File: config.mk
export PLATFORM = sky130hd
export DESIGN_NAME = bn_relu_pack_l1
export DESIGN_NICKNAME = d
export VERILOG_FILES = /design/src/rtl/nas_l1_pkg.sv /design/src/rtl/bn_relu_lane.sv /design/src/rtl/bn_relu_pack_l1.sv
export SDC_FILE = /design/constraint.sdc
export NUM_CORES = 2
export LEC_CHECK = 0
export BUFFER_PORTS_ARGS = -buffer_cell sky130_fd_sc_hd__buf_2
export CAP_MARGIN = 20
export CORE_ASPECT_RATIO = 0.8
export CORE_MARGIN = 2
export CORE_UTILIZATION = 45
export DETAILED_ROUTE_END_ITERATION = 10
export HOLD_SLACK_MARGIN = 0.12
export PLACE_DENSITY = 0.67
export SYNTH_ARGS = -nofsm -noshare
export SYNTH_HDL_FRONTEND = slang
export SYNTH_SLANG_ARGS = --single-unit
File: constraint.sdc
create_clock -name i_sclk -period 6.2 [get_ports i_sclk]
set_input_delay 0.62 -clock i_sclk [delete_from_list [all_inputs] [get_ports i_sclk]]
set_output_delay 0.62 -clock i_sclk [all_outputs]
set_load 0.01 [all_outputs]
File: src/rtl/nas_l1_pkg.sv
// Shared defaults and coefficient record for the L1 batch-norm/ReLU/pack path.
package nas_l1_pkg;

  localparam int DEF_WIDTH   = 27;
  localparam int DEF_THREAD  = 2;
  localparam int DEF_CHANNEL = 32;
  localparam int DEF_COEF_W  = 18;
  localparam int DEF_SHIFT   = 14;

  // Matches the {scale, bias} layout of the coefficient write port.
  typedef struct packed {
    logic signed [DEF_COEF_W-1:0] scale;
    logic signed [DEF_COEF_W-1:0] bias;
  } coef_t;

endpackage

File: src/rtl/bn_relu_lane.sv
// One lane of the L1 batch-norm path: stage 2 multiply, stage 3 bias/round/shift, ReLU and saturate.
module bn_relu_lane #(
  parameter int IN_WIDTH = 32,
  parameter int WIDTH    = 27,
  parameter int COEF_W   = 18,
  parameter int SHIFT    = 14
) (
  input  logic                       i_sclk,
  input  logic                       i_rst_n,
  input  logic                       i_valid,
  input  logic signed [IN_WIDTH-1:0] i_data,
  input  logic signed [COEF_W-1:0]   i_scale,
  input  logic signed [COEF_W-1:0]   i_bias,
  output logic        [WIDTH-1:0]    o_data
);

  localparam int PW = IN_WIDTH + COEF_W;
  localparam int SW = PW + 1;
  localparam logic signed [SW-1:0] MAX_OUT = (SW'(1) <<< (WIDTH - 1)) - SW'(1);
  localparam logic signed [SW-1:0] ROUND   = SW'(1) <<< (SHIFT - 1);

  logic signed [PW-1:0]     prod_q;
  logic signed [COEF_W-1:0] bias_q;
  logic                     valid_q;
  logic signed [SW-1:0]     sum;
  logic signed [SW-1:0]     shifted;
  logic        [WIDTH-1:0]  res;

  always_ff @(posedge i_sclk or negedge i_rst_n) begin
    if (!i_rst_n) begin
      prod_q  <= '0;
      bias_q  <= '0;
      valid_q <= 1'b0;
      o_data  <= '0;
    end else begin
      prod_q  <= PW'(i_data) * PW'(i_scale);
      bias_q  <= i_bias;
      valid_q <= i_valid;
      o_data  <= valid_q ? res : '0;
    end
  end

  // SW bits hold the full product plus the shifted bias without overflow.
  always_comb begin
    sum     = SW'(prod_q) + (SW'(bias_q) <<< SHIFT) + ROUND;
    shifted = sum >>> SHIFT;
    res     = shifted[WIDTH-1:0];
    if (shifted < 0)
      res = '0;
    else if (shifted > MAX_OUT)
      res = MAX_OUT[WIDTH-1:0];
  end

endmodule

File: src/rtl/bn_relu_pack_l1.sv
// L1 batch-norm + ReLU + pack, 3-cycle fixed latency, per-channel coefficient RAM.
// Define BN_RELU_PACK_L1_ERRCHK_EN to build the line-length checker behind o_err.
module bn_relu_pack_l1
  import nas_l1_pkg::*;
#(
  parameter int IN_WIDTH   = 32,
  parameter int WIDTH      = DEF_WIDTH,
  parameter int THREAD     = DEF_THREAD,
  parameter int CHANNEL    = DEF_CHANNEL,
  parameter int LINE_BEATS = 1792,
  parameter int COEF_W     = DEF_COEF_W,
  parameter int SHIFT      = DEF_SHIFT
) (
  input  logic                         i_sclk,
  input  logic                         i_rst_n,
  input  logic                         i_vsync,
  input  logic                         i_hsync,
  input  logic                         i_valid,
  input  logic [IN_WIDTH*THREAD-1:0]   i_tdata,
  input  logic                         i_cwr,
  input  logic [$clog2(CHANNEL)-1:0]   i_caddr,
  input  logic [2*COEF_W-1:0]          i_cdata,
  output logic                         o_vsync,
  output logic                         o_hsync,
  output logic                         o_valid,
  output logic [WIDTH*THREAD-1:0]      o_tdata,
  output logic                         o_err
);

  localparam int CW = $clog2(CHANNEL);

  coef_t                       coef_ram [CHANNEL];
  coef_t                       s1_coef;
  logic [IN_WIDTH*THREAD-1:0]  s1_data;
  logic                        s1_vs, s1_hs, s1_valid;
  logic                        s2_vs, s2_hs, s2_valid;
  logic [CW-1:0]               ch_q, ch_idx, ch_nxt;
  logic                        hsync_q;
  logic                        hs_fall;

  assign hs_fall = hsync_q & ~i_hsync;

  // Channel is forced to 0 on the first hsync-low cycle so that beat already uses channel 0.
  always_comb begin
    ch_idx = (!i_vsync || hs_fall) ? '0 : ch_q;
    ch_nxt = ch_idx;
    if (i_valid)
      ch_nxt = (ch_idx == CW'(CHANNEL - 1)) ? '0 : ch_idx + 1'b1;
  end

  always_ff @(posedge i_sclk or negedge i_rst_n) begin
    if (!i_rst_n) begin
      ch_q    <= '0;
      hsync_q <= 1'b0;
    end else begin
      ch_q    <= ch_nxt;
      hsync_q <= i_hsync;
    end
  end

  // No reset on the RAM: coefficients survive a pipeline reset. Same-address read sees the old word.
  always_ff @(posedge i_sclk) begin
    if (i_cwr)
      coef_ram[i_caddr] <= i_cdata;
  end

  always_ff @(posedge i_sclk or negedge i_rst_n) begin
    if (!i_rst_n) begin
      s1_coef  <= '0;
      s1_data  <= '0;
      s1_vs    <= 1'b0;
      s1_hs    <= 1'b0;
      s1_valid <= 1'b0;
      s2_vs    <= 1'b0;
      s2_hs    <= 1'b0;
      s2_valid <= 1'b0;
      o_vsync  <= 1'b0;
      o_hsync  <= 1'b0;
      o_valid  <= 1'b0;
    end else begin
      s1_coef  <= coef_ram[ch_idx];
      s1_data  <= i_tdata;
      s1_vs    <= i_vsync;
      s1_hs    <= i_hsync;
      s1_valid <= i_valid;
      s2_vs    <= s1_vs;
      s2_hs    <= s1_hs;
      s2_valid <= s1_valid;
      o_vsync  <= s2_vs;
      o_hsync  <= s2_hs;
      o_valid  <= s2_valid;
    end
  end

  for (genvar k = 0; k < THREAD; k++) begin : g_lane
    bn_relu_lane #(
      .IN_WIDTH (IN_WIDTH),
      .WIDTH    (WIDTH),
      .COEF_W   (COEF_W),
      .SHIFT    (SHIFT)
    ) u_lane (
      .i_sclk   (i_sclk),
      .i_rst_n  (i_rst_n),
      .i_valid  (s1_valid),
      .i_data   (s1_data[k*IN_WIDTH +: IN_WIDTH]),
      .i_scale  (s1_coef.scale),
      .i_bias   (s1_coef.bias),
      .o_data   (o_tdata[k*WIDTH +: WIDTH])
    );
  end

`ifdef BN_RELU_PACK_L1_ERRCHK_EN
  localparam int LW = $clog2(LINE_BEATS + 1) + 1;

  logic [LW-1:0] beat_cnt;
  logic          vsync_q;
  logic          err_q;

  // Counter saturates so an overlong line can never wrap back onto LINE_BEATS.
  always_ff @(posedge i_sclk or negedge i_rst_n) begin
    if (!i_rst_n) begin
      beat_cnt <= '0;
      vsync_q  <= 1'b0;
      err_q    <= 1'b0;
    end else begin
      vsync_q <= i_vsync;
      if (hs_fall)
        beat_cnt <= '0;
      else if (i_hsync && i_valid && beat_cnt != '1)
        beat_cnt <= beat_cnt + 1'b1;
      if (i_vsync && !vsync_q)
        err_q <= 1'b0;
      else if ((hs_fall && beat_cnt != LW'(LINE_BEATS)) || (i_valid && !i_hsync))
        err_q <= 1'b1;
    end
  end

  assign o_err = err_q;
`else
  assign o_err = 1'b0;
`endif

endmodule

; Yosys cells after proc, flatten, opt, wreduce, memory -nomap -nowiden
; Memory sizes are Yosys's and may differ from the RTL's. A register that Yosys moved wholly into a read port is not among the register bits.
; Index checks and enable logic that the tools add are counted.
[word_totals]
inputBits = 111
elab_cells = 45
n_memories = 1
ram_bits = 1152
reg_bits = 250
out_inout_bits = 58
[op_classes]
multipliers = 2
add_sub_neg = 5
magnitude_cmp = 4
reduce_logical = 3
bitwise = 2
eq_ne = 1
mux = 11
[mem_list]
columns = name, words, word_bits, rd, rd_clocked_by_memory_dff, write_ports, line
row1 = coef_ram, 32, 36, 1, 1, 1, bn_relu_pack_l1.sv:32  ; coef_t coef_ram [CHANNEL];
[op_table]
columns = cell, count
row1 = two-way mux 27 bit, 6
row2 = adder 50 x 32 -> 51 bit, 2
row3 = "adder 51 x 15 -> 51 bit, second input constant", 2
row4 = multiplier 32 x 18 -> 50 bit, 2
row5 = "greater-than comparator 37 x 27 -> 1 bit, second input constant", 2
row6 = "less-than comparator 37 x 1 -> 1 bit, second input constant", 2
row7 = two-way mux 5 bit, 3
row8 = "adder 5 x 1 -> 5 bit, second input constant", 1
row9 = "equality test 5 bit, second input constant", 1
row10 = zero test 1 bit, 2
row11 = two-way mux 1 bit, 2
row12 = AND 1 bit, 1
row13 = logical OR 1 bit, 1
row14 = inverter 1 bit, 1

; Depth between registers and ports, before layout
[logic_depth]
ltp_word = 7
mapped_depth = 25
ltp_nobuf = 23

; By module
; Synthesis repeated with hierarchy kept, for this count alone.
[unflattened]
hier_cells = 8036
area_unflattened_um2 = 96171.0
[modules_own_cells]
columns = mod, area_each_um2, instances, cells_per_inst
row1 = bn_relu_pack_l1, 48408.9, 1, 2825
row2 = bn_relu_lane at g_lane[0].u_lane, 23922.9, 1, 2627
row3 = bn_relu_lane at g_lane[1].u_lane, 23839.1, 1, 2584

; Worst setup path before layout
; OpenSTA, ideal clock, no wires.
[synth_path]
path_type = reg2reg
start = reg s1_data[54]
end = reg g_lane[1].u_lane.prod_q[49]
required_ns = 6.120
setup_ns = 0.080
arrival_time_ns = 6.406
stages_incl_launch_ff = 24
setup_slack_ns = -0.286
cell_sequence = dfrtp_1 -> clkbuf_1 -> clkbuf_1 -> nand2_1 -> fa_1 -> fa_1 -> fa_1 -> inv_1 -> fa_1 -> fa_1 -> inv_1 -> fa_1 -> inv_1 -> ha_1 -> clkbuf_1 -> and3_1 -> a221oi_1 -> o21ai_0 -> a221o_1 -> o31a_1 -> a31o_2 -> a211o_1 -> a21oi_1 -> xnor2_1
[synth_between]
elab_chain_len = 1
[synth_lines]
columns = item, line
row1 = from (decl), bn_relu_pack_l1.sv:34  ; logic [IN_WIDTH*THREAD-1:0] s1_data;
row2 = from (signal assigned), bn_relu_pack_l1.sv:82  ; s1_data <= i_tdata;
row3 = multiplier 32 x 18 -> 50 bit, bn_relu_lane.sv:36  ; prod_q <= PW'(i_data) * PW'(i_scale);
row4 = to (signal assigned), bn_relu_lane.sv:36
row5 = to (decl), bn_relu_lane.sv:22  ; logic signed [PW-1:0] prod_q;
; No other way between the ends.

; Worst setup path in the final report
[layout_path]
start = reg s1_coef[24] (netlist name)
end = reg g_lane[1].u_lane.prod_q[49]
[layout_between]
elab_chain_len = 1
[layout_lines]
columns = item, line
row1 = multiplier 32 x 18 -> 50 bit, bn_relu_lane.sv:36
; No other way between the ends.

==> run summary <==
Port bufs = 167
CTS buffer count = 143
Period minus WS final = 6.462 ns
Status = complete, but fails checks
Fin. max-slew vios = 0
Top Ports = 169
Drt wl/cell = 22.56 um
Horiz. Die Dim = 515.9 um
Worst Setup Start Kind = register
Global-route usage over all layers = 24.93%
Starting DRC count in detailed routing = 6570
Critical Path RT = 6.84 ns
Post-DP HPWL = 179100 um
Relative slew slack = 22.53%
Core region area = 208700 um2
Vias = 65290
Post-Synthesis Cells = 8307
Final Hold Vio Count = 0
CP Capture Type = register
Routability Congestion = 0.9095
WHS = 0.2725 ns
Final worst setup slack = -0.2621 ns
Clock Skew = 0.07316 ns
First-pass GRT wire length = 403200 um
Fmax = 154.7 MHz
Failing checks = negative setup slack
RSZ-0062 raised after global routing = true
Final setup viols = 23
Pin count of the biggest net entering global routing = 147
Max Buffers Root-to-Sink = 3
Post-synthesis to final-layout area growth = 16.05%
DR DRC count = 0
CTS tree = done
Avg Cell Area, Syn = 11.36 um2
Clk_lat worst skew = 0.84 ns
Via-to-Cell Ratio = 5.564
Max-cap violation count = 0
Sequential area share after synthesis = 43.57%
Post-synth EDFFs = 1152
Min-Delay Path Class = in2reg
Drt pass-1 iters = 6
Final clock period utilization by the worst path = 104.2%
Arr. time, crit path = 7.10 ns
Total grt overflow = 0
Final ANT Viol Nets = 0
Met2 Track Usage GR = 38.74%
Sink Count = 1412
Mapped Area = 94340 um2
Initial antenna violation count = 23
Synthesized flop and latch total = 1412
Async S/R FF share, synth = 18.41%
Place WS = -0.4088 ns
Cell variety after synth = 78
Global-route track usage on met3 = 4.874%
# rows = 150
Yosys warnings = 0
Gr busiest metal = met2
Worst Max-Slew Pin Slew = 1.162 ns
Die ar. = 213300 um2
Starting Density = 45.20%
Layout filler cell count = 17760
Routed wire length = 264700 um
Htree depth = 4
Nets = 10320
Vias in the first global route = 66190
DIE HEIGHT = 413.5 um
Critical path type = reg2reg
Worst-path clk slew = 0.06 ns
CP Max Fanout = 18
Layout cell share with drive strength beyond 1 = 14.13%
CTS Root Cell = clkbuf_16
Post-synth top flop = edfxtp_1
Met1 usage = 35.17%
layout by cell type (no fill, tap or decap), types with 24 or more instances in the layout:
cell type      count
clkbuf_1          24
buf_12            88
a311oi_1          73
nor2_1           128
a311o_1           38
o21ai_0           60
ha_4              24
a21oi_2           29
buf_4            498
and3_1            49
o31ai_1           42
nor2_4            34
dfrtp_2           26
dlygate4sd3_1     68
and2_1           437
clkinv_2          25
inv_2             27
ha_1             279
a21o_1            73
fa_2              26
o221ai_1         291
nand4_1           24
clkinv_1          26
a31oi_1           33
dfrtp_1          234
nand2_1         1321
inv_1           1195
edfxtp_1        1152
nand3_1          462
xor2_1            54
xnor2_1           93
clkbuf_16        146
a21oi_1          193
fa_1            1080
o31a_1            29
buf_2            167
area by class of cell:
cell class                      count  area [um2]  share of cell area (%)
Multi-Input combinational cell   5160       47890                   43.74
Sequential cell                  1412       41130                   37.57
Timing Repair Buffer              854        7531                   6.879
Inverter                         1224        4609                   4.211
Clock buffer                      172        3760                   3.434
Tap cell                         2812        3518                   3.214
Clock inverter                     88        1006                  0.9189
Antenna cell                       12       30.03                 0.02743
Yosys cell counts (all sizes together), types with 6 or more instances:
cell | number | area, um2
nor4 | 8 | 56.30
o211ai | 16 | 120.1
nand3b | 6 | 45.04
o2111ai | 6 | 52.55
a311oi | 73 | 639.4
nand2 | 1333 | 5006
nand4 | 25 | 162.6
a31oi | 35 | 219.0
nor3 | 24 | 136.4
o221ai | 292 | 2557
o21ai | 79 | 395.4
o31ai | 43 | 322.8
dfrtp | 260 | 6506
a211o | 8 | 70.07
edfxtp | 1152 | 34590
and4 | 7 | 61.31
a211oi | 16 | 125.1
o21a | 14 | 105.1
fa | 1106 | 22140
clkbuf | 477 | 1790
and2 | 447 | 2796
o31a | 29 | 254.0
buf | 36 | 170.2
a311o | 38 | 380.4
o22ai | 6 | 37.54
and3 | 52 | 325.3
inv | 1224 | 4594
xor2 | 55 | 481.7
xnor2 | 97 | 849.6
a221o | 9 | 90.09
nand2b | 21 | 131.4
nand3 | 463 | 2322
ha | 306 | 3829
nor2b | 9 | 56.30
o21bai | 11 | 82.58
nor2 | 166 | 623.1
a21oi | 226 | 1131
a21o | 73 | 548.0
routing by layer:
layer  part of all wire, %  vias up
met4                   3.6        8
li1                      -    28610
met5                 0.021        -
met3                   9.3      443
met1                    42    33380
met2                    45     2856
per-stage QoR:
stage | setup TNS [ns] | cell area (um2) | cells | util, %
6_report | -2.237 | 109500 | 11730 | 52.46
5_1_grt | -8.378 | 109500 | 11730 | 52.45
4_1_cts | -1.596 | 108700 | 11700 | 52.10
3_5_place_dp | -5.945 | 102400 | 11340 | 49.07
3_3_place_gp | -3.986 | 102300 | 11340 | 49.04
2_1_floorplan | -0.05256 | 94550 | 8309 | -
path summary, 6_finish.rpt:
check / cells past startpoint / startpoint / endpoint / slack, ns
setup reg to reg: 23 / s1_coef[24] / g_lane[1].u_lane.prod_q[49] / -0.26
hold / removal: 1 / i_cdata[19] / coef_ram[0][19] / 0.27
hold reg to reg: 0 / s1_coef[2] / g_lane[0].u_lane.bias_q[2] / 0.32
setup / recovery: 23 / s1_coef[24] / g_lane[1].u_lane.prod_q[49] / -0.26
max in group asynchronous: 3 / i_rst_n / s1_coef[26] / 4.44
min in group asynchronous: 2 / i_rst_n / g_lane[1].u_lane.o_data[25] / 0.41
registers in the layout, indices dropped and copies added (netlist names), 5 cells and up:
| name | flops |
|---|---|
| s1_data | 64 |
| g_lane.u_lane.o_data | 54 |
| ch_q | 5 |
| g_lane.u_lane.prod_q | 74 |
| coef_ram | 1152 |
| g_lane.u_lane.bias_q | 18 |
| s1_coef | 36 |
kinds of logic after synthesis:
group	Yosys count	synth area share (%)
simple gates	2582	12.60
buf+inv	1737	6.949
fa+ha+maj	1412	27.53
flops	1412	43.57
compound gates	1009	7.915
xor+xnor	152	1.411
mux	2	0.02255
other cells	1	0.003975
repair_timing:
item | in CTS | in global routing
setup buffers | 28 | 18
endpoints found under the setup margin | 33 | 46
hold buffers | 68 | 0
pin swaps | 79 | 82
resized for setup | 110 | 130
cloned | 3 | 1
endpoints found under the hold margin | 148 | 0
worst max-delay path, cell delays in order (launching register included):
cell	delay [ns]
dfrtp_2	0.42
buf_12	0.16
buf_12	0.16
and2_4	0.14
fa_1	0.53
inv_1	0.05
fa_1	0.46
fa_1	0.51
inv_2	0.04
fa_1	0.48
fa_1	0.49
inv_1	0.05
fa_1	0.51
inv_2	0.06
ha_4	0.22
and3_4	0.17
a221oi_2	0.24
o21ai_1	0.08
a221o_1	0.35
o31a_1	0.35
a31o_4	0.27
a211o_1	0.30
a21oi_2	0.16
xnor2_1	0.07
Power is left out: the tool's default activity adds up to more than one toggle a clock period on the data nets, which glitch-free logic cannot reach.
